`config.mk`:
```
export PLATFORM = sky130hd
export DESIGN_NAME = mem_bus_arb
export DESIGN_NICKNAME = d
export VERILOG_FILES = /design/src/rtl/arb_pkg.sv /design/src/rtl/rr_pick.sv /design/src/rtl/mem_bus_arb.sv
export SDC_FILE = /design/constraint.sdc
export NUM_CORES = 2
export LEC_CHECK = 0
export BUFFER_PORTS_ARGS = -buffer_cell sky130_fd_sc_hd__clkbuf_2
export CAP_MARGIN = 20
export CORE_UTILIZATION = 40
export CTS_BUF_LIST = sky130_fd_sc_hd__clkbuf_8 sky130_fd_sc_hd__clkbuf_16
export CTS_CLUSTER_SIZE = 28
export DETAILED_ROUTE_END_ITERATION = 6
export GPL_TIMING_DRIVEN = 1
export SLEW_MARGIN = 20
export SYNTH_ARGS = -nofsm -noshare
export SYNTH_HDL_FRONTEND = slang
export SYNTH_SLANG_ARGS = --single-unit
```
`constraint.sdc`:
```
create_clock -name clk -period 16.8 [get_ports clk]
set_input_delay 0.84 -clock clk [delete_from_list [all_inputs] [get_ports clk]]
set_output_delay 0.84 -clock clk [all_outputs]
set_load 0.02 [all_outputs]
```
`src/rtl/arb_pkg.sv`:
```
// Shared definitions for the memory bus arbiter: FSM state encoding and index-width helper.
package arb_pkg;

    typedef enum logic [1:0] {
        ST_IDLE  = 2'd0,
        ST_GAP   = 2'd1,
        ST_GRANT = 2'd2
    } state_t;

    // Index width that stays at least 1 bit even for tiny requester counts.
    function automatic int idx_w(input int n);
        return (n <= 2) ? 1 : $clog2(n);
    endfunction

endpackage

```
`src/rtl/rr_pick.sv`:
```
// Combinational round-robin picker: first requester at or above ptr, wrapping back to index 0.
module rr_pick
    import arb_pkg::*;
#(
    parameter int CORE_CNT = 256,
    parameter int IDX_WID  = idx_w(CORE_CNT)
) (
    input  logic [CORE_CNT-1:0] req,
    input  logic [IDX_WID-1:0]  ptr,
    output logic                found,
    output logic [IDX_WID-1:0]  idx
);

    logic [2*CORE_CNT-1:0] dbl;

    // Lower half keeps only requests at or above ptr; the upper half is the wrapped copy.
    // Scanning downward leaves the lowest set bit of the doubled vector as the winner.
    always_comb begin
        dbl   = '0;
        found = 1'b0;
        idx   = '0;
        for (int i = 0; i < CORE_CNT; i++) begin
            dbl[i]            = req[i] && (i >= int'(ptr));
            dbl[i + CORE_CNT] = req[i];
        end
        for (int i = 2*CORE_CNT-1; i >= 0; i--) begin
            if (dbl[i]) begin
                found = 1'b1;
                idx   = IDX_WID'((i >= CORE_CNT) ? (i - CORE_CNT) : i);
            end
        end
    end

endmodule

```
`src/rtl/mem_bus_arb.sv`:
```
// Round-robin arbiter for the shared memory bus: one registered grant at a time, bounded hold
// length, and a single idle turnaround cycle after every grant.
module mem_bus_arb
    import arb_pkg::*;
#(
    parameter int  CORE_CNT = 256,
    parameter int  MAX_HOLD = 16,
    localparam int IDX_WID  = idx_w(CORE_CNT)
) (
    input  logic                clk,
    input  logic                rst,
    input  logic [CORE_CNT-1:0] req,
    output logic [CORE_CNT-1:0] grant,
    output logic [IDX_WID-1:0]  grant_idx,
    output logic                grant_vld,
    output logic                preempt
);

    localparam int HOLD_W = $clog2(MAX_HOLD + 1);

    state_t               state, state_n;
    logic [HOLD_W-1:0]    hold_cnt, hold_cnt_n;
    logic [IDX_WID-1:0]   rr_ptr, rr_ptr_n;
    logic [CORE_CNT-1:0]  grant_n;
    logic [IDX_WID-1:0]   grant_idx_n;
    logic                 grant_vld_n;
    logic                 preempt_n;
    logic                 pick_found;
    logic [IDX_WID-1:0]   pick_idx;

    rr_pick #(
        .CORE_CNT (CORE_CNT),
        .IDX_WID  (IDX_WID)
    ) u_pick (
        .req   (req),
        .ptr   (rr_ptr),
        .found (pick_found),
        .idx   (pick_idx)
    );

    always_ff @(posedge clk or posedge rst) begin
        if (rst) begin
            state     <= ST_IDLE;
            hold_cnt  <= '0;
            rr_ptr    <= '0;
            grant     <= '0;
            grant_idx <= '0;
            grant_vld <= 1'b0;
            preempt   <= 1'b0;
        end else begin
            state     <= state_n;
            hold_cnt  <= hold_cnt_n;
            rr_ptr    <= rr_ptr_n;
            grant     <= grant_n;
            grant_idx <= grant_idx_n;
            grant_vld <= grant_vld_n;
            preempt   <= preempt_n;
        end
    end

    always_comb begin
        state_n     = state;
        hold_cnt_n  = hold_cnt;
        rr_ptr_n    = rr_ptr;
        grant_n     = grant;
        grant_idx_n = grant_idx;
        grant_vld_n = grant_vld;
        preempt_n   = 1'b0;

        unique case (state)
            ST_IDLE, ST_GAP: begin
                if (pick_found) begin
                    grant_n           = '0;
                    grant_n[pick_idx] = 1'b1;
                    grant_idx_n       = pick_idx;
                    grant_vld_n       = 1'b1;
                    hold_cnt_n        = HOLD_W'(1);
                    rr_ptr_n          = (pick_idx == IDX_WID'(CORE_CNT - 1)) ? '0
                                                                              : pick_idx + IDX_WID'(1);
                    state_n           = ST_GRANT;
                end else begin
                    grant_n     = '0;
                    grant_vld_n = 1'b0;
                    state_n     = ST_IDLE;
                end
            end
            ST_GRANT: begin
                // Release wins over the hold limit when both happen on the same edge.
                if (!req[grant_idx]) begin
                    grant_n     = '0;
                    grant_vld_n = 1'b0;
                    hold_cnt_n  = '0;
                    state_n     = ST_GAP;
                end else if (hold_cnt == HOLD_W'(MAX_HOLD)) begin
                    grant_n     = '0;
                    grant_vld_n = 1'b0;
                    hold_cnt_n  = '0;
                    preempt_n   = 1'b1;
                    state_n     = ST_GAP;
                end else begin
                    hold_cnt_n  = hold_cnt + HOLD_W'(1);
                end
            end
            default: begin
                grant_n     = '0;
                grant_vld_n = 1'b0;
                hold_cnt_n  = '0;
                state_n     = ST_IDLE;
            end
        endcase
    end

endmodule

```
==> flow_summary.toml <==
[sta]
max_slew.worst_pin.slew_ns = 1.26
fin_crit_sh_pct = 42.4
setup_slack_ns = 9.67
relSlewSlack_pct = 15.5
setup_tns_ns = 0
drv_slew = 0
fin_skew_ns = 0.0137
rsz0062_at_grt = "no"
finalSetupViolCount = 0
fin_crit_ns = 7.13
timing.final.hold_violations = 0
fmax_ghz = 0.140

[layout]
final_util_pct = 47.1
drive_above_1_share_pct = 22.6
stdcell_count = 4328
fin_nets = 3779
area_growth_pct = 16.5

[global_routing]
track_usage_pct = 43.0
grt_pass1_vias = 27900
grt_pass1_wl_um = 198000
grt_overflow = 0
antenna_found_initial = 15
grt_max_degree = 221

[run_status]
status = "complete, no violations"

[clock_network]
cts_max_level = 1
cts_tree = "built"
postCtsHoldBufs = 0
postCtsSetupRepairBufs = 0
post_cts_resize_count = 0
cts.sinks = 280
clk_path_buf_depth = 3
cts_buffers = 29
clk_latency_ns = 0.57
cts_root_buf = "clkbuf_16"
clkTransAtPathRegs_ns = 0.06

[power]
pwr-share-comb_pct = 63.7
leakage_nw = 11.6
p_int_w = 0.00175
powerDensity_nw_per_um2 = 141
p_seq_share_pct = 20.4
power_w = 0.00399
peakVddDrop_mv = 0.169
clockPowerShare_pct = 15.9
p_sw_w = 0.00223
switching_share_pct = 56.0

[placement]
pre_cts_ws_ns = 10.13
dp_cells = 4266
gp_congestion = 1.06
dp.final_hpwl_um = 104000
portBuffers = 523

[die]
die_h_um = 249
dieArea_um2 = 61800
start_util_pct = 40.4
io_pins = 524
core.rowCount = 90
die_x_um = 249
coreArea_um2 = 60200

[detailed_routing]
antenna_left = 0
wirelength_um = 137000
vias_per_cell = 6.97
drt-initial-drc-count = 4181
drc = 0
dr.pass1.iters = 6
wire_per_inst_um = 31.7
vias = 30200

[yosys]
syn_area_um2 = 24300
synthDistinctLibCells = 112
synth_top_family_by_area = "compound AO/OA/AOI/OAI gates"
synth_largest_area_cell = "dfrtp_1"
syn_inst = 3114
synthMuxAreaShare_pct = 7.91
syn_avg_cell_area_um2 = 7.82
synth_xor_area_share_pct = 0.216
synth-edff-count = 0
synth_nets = 3378
synth_most_common_cell = "nand2_1"
synthTopCellsByCount = "nand2_1, o21ai_0, dfrtp_1"
synth-seq-cells = 280
synth_area_leaders = "dfrtp_1, o21ai_0, mux4_2"
synth_compound_area_share_pct = 32.2
synth_adder_area_share_pct = 0.308
ys.flop_type = "dfrtp_1"
yosysTopAreaCellShare_pct = 28.8
synth-simple-area-share_pct = 24.7
ys_warn_count = 0
yosysSeqAreaShare_pct = 28.8
synth-async-reset-ratio_pct = 100

[flow_run]
maxCapViolCount = 0

[setup_path]
endpoint_kind = "register"
path_max_fanout = 50
worstPathRequired_ns = 17.20
crit_arrival_ns = 7.53
crit_type = "register to register"
worst_setup_path_start_kind = "register"

[worst_hold_path]
hold_path.class = "primary input to async pin"
## cell type report
| cell class | instances | area [um2] |
|---|---|---|
| Fill cell | 6339 | 31900 |
| Multi-Input combinational cell | 2528 | 16000 |
| Sequential cell | 280 | 7020 |
| Timing Repair Buffer | 582 | 3070 |
| Tap cell | 782 | 978 |
| Clock buffer | 39 | 863 |
| Inverter | 94 | 360 |
| Clock inverter | 15 | 92.6 |
| Antenna cell | 8 | 20.0 |
## flip-flops by register name (all words and copies together) (netlist names)
| signal | count |
|---|---|
| grant | 256 |
| grant_idx | 8 |
| grant_vld | 1 |
| hold_cnt | 5 |
| preempt | 1 |
| rr_ptr | 8 |
| state | 1 |
## cells in the final DEF (no fill, tap or decap), types with 58 or more instances in the layout
cell type and count:
a21oi_1 160, buf_4 58, clkbuf_2 523, dfrtp_1 270
inv_1 100, mux4_2 85, nand2_1 473, nand3_1 88
nor2_1 201, nor3_1 86, nor4_1 94, o21ai_0 408
o21ai_1 103
## power by group through the flow
stage / Combinational, W / Clock [W] / Sequential [W]
floorplan: 0.00148 / 0 / 0.000779
finish: 0.00254 / 0.000636 / 0.000812
global route: 0.00260 / 0.000665 / 0.000817
global placement: 0.00242 / 0 / 0.000820
detailed placement: 0.00241 / 0 / 0.000822
CTS: 0.00242 / 0.000639 / 0.000809
## per-layer routing
metal  vias up  track usage [%]  wire (um)
li1      12800                -          -
met1     14700             57.5      54000
met2      2171             64.3      58300
met3       483             9.32      15400
met4        10             24.3       9240
met5         -                0         69
## kinds of logic after synthesis
kind of cell | count (synthesis)
buffers and inverters | 306
AO/OA/AOI/OAI | 1211
AND/OR/NAND/NOR | 1219
flip-flops | 280
XOR/XNOR | 6
multiplexers | 86
adder cells (fa/ha/maj) | 6
## final timing paths
path,from,end,slack (ns),cells after the start
setup / recovery,rr_ptr[7],grant[197],9.67,17
hold / removal,rst,grant[212],0.44,2
setup reg to reg,rr_ptr[7],grant[197],9.67,17
hold reg to reg,grant[108],grant[108],0.48,2
max in group asynchronous,rst,grant[15],14.68,3
min in group clk,grant[108],grant[108],0.48,2
## stage by stage
| step | hold WS, ns | area [um2] |
|---|---|---|
| floorplan | 0.439 | 24300 |
| global placement | 0.460 | 27400 |
| detailed placement | 0.469 | 27400 |
| CTS | 0.483 | 28300 |
| global route | 0.494 | 28300 |
| finish | 0.437 | 28400 |
## worst max-delay path, stage by stage (launching register included)
cell and delay, ns:
dfrtp_2 0.36, buf_4 0.44, buf_4 0.63, nand3_1 0.75, o21ai_0 0.44, nand2_1 0.18
nor3_1 0.32, o221ai_1 0.37, a221oi_1 0.66, o21ai_0 0.18, a2111o_1 0.56, a21oi_1 0.23
nand2_1 0.08, a21oi_1 0.34, inv_1 0.14, ha_1 0.25, nand2_1 0.72, o21ai_0 0.26
Power figures use the tool's default switching activity.
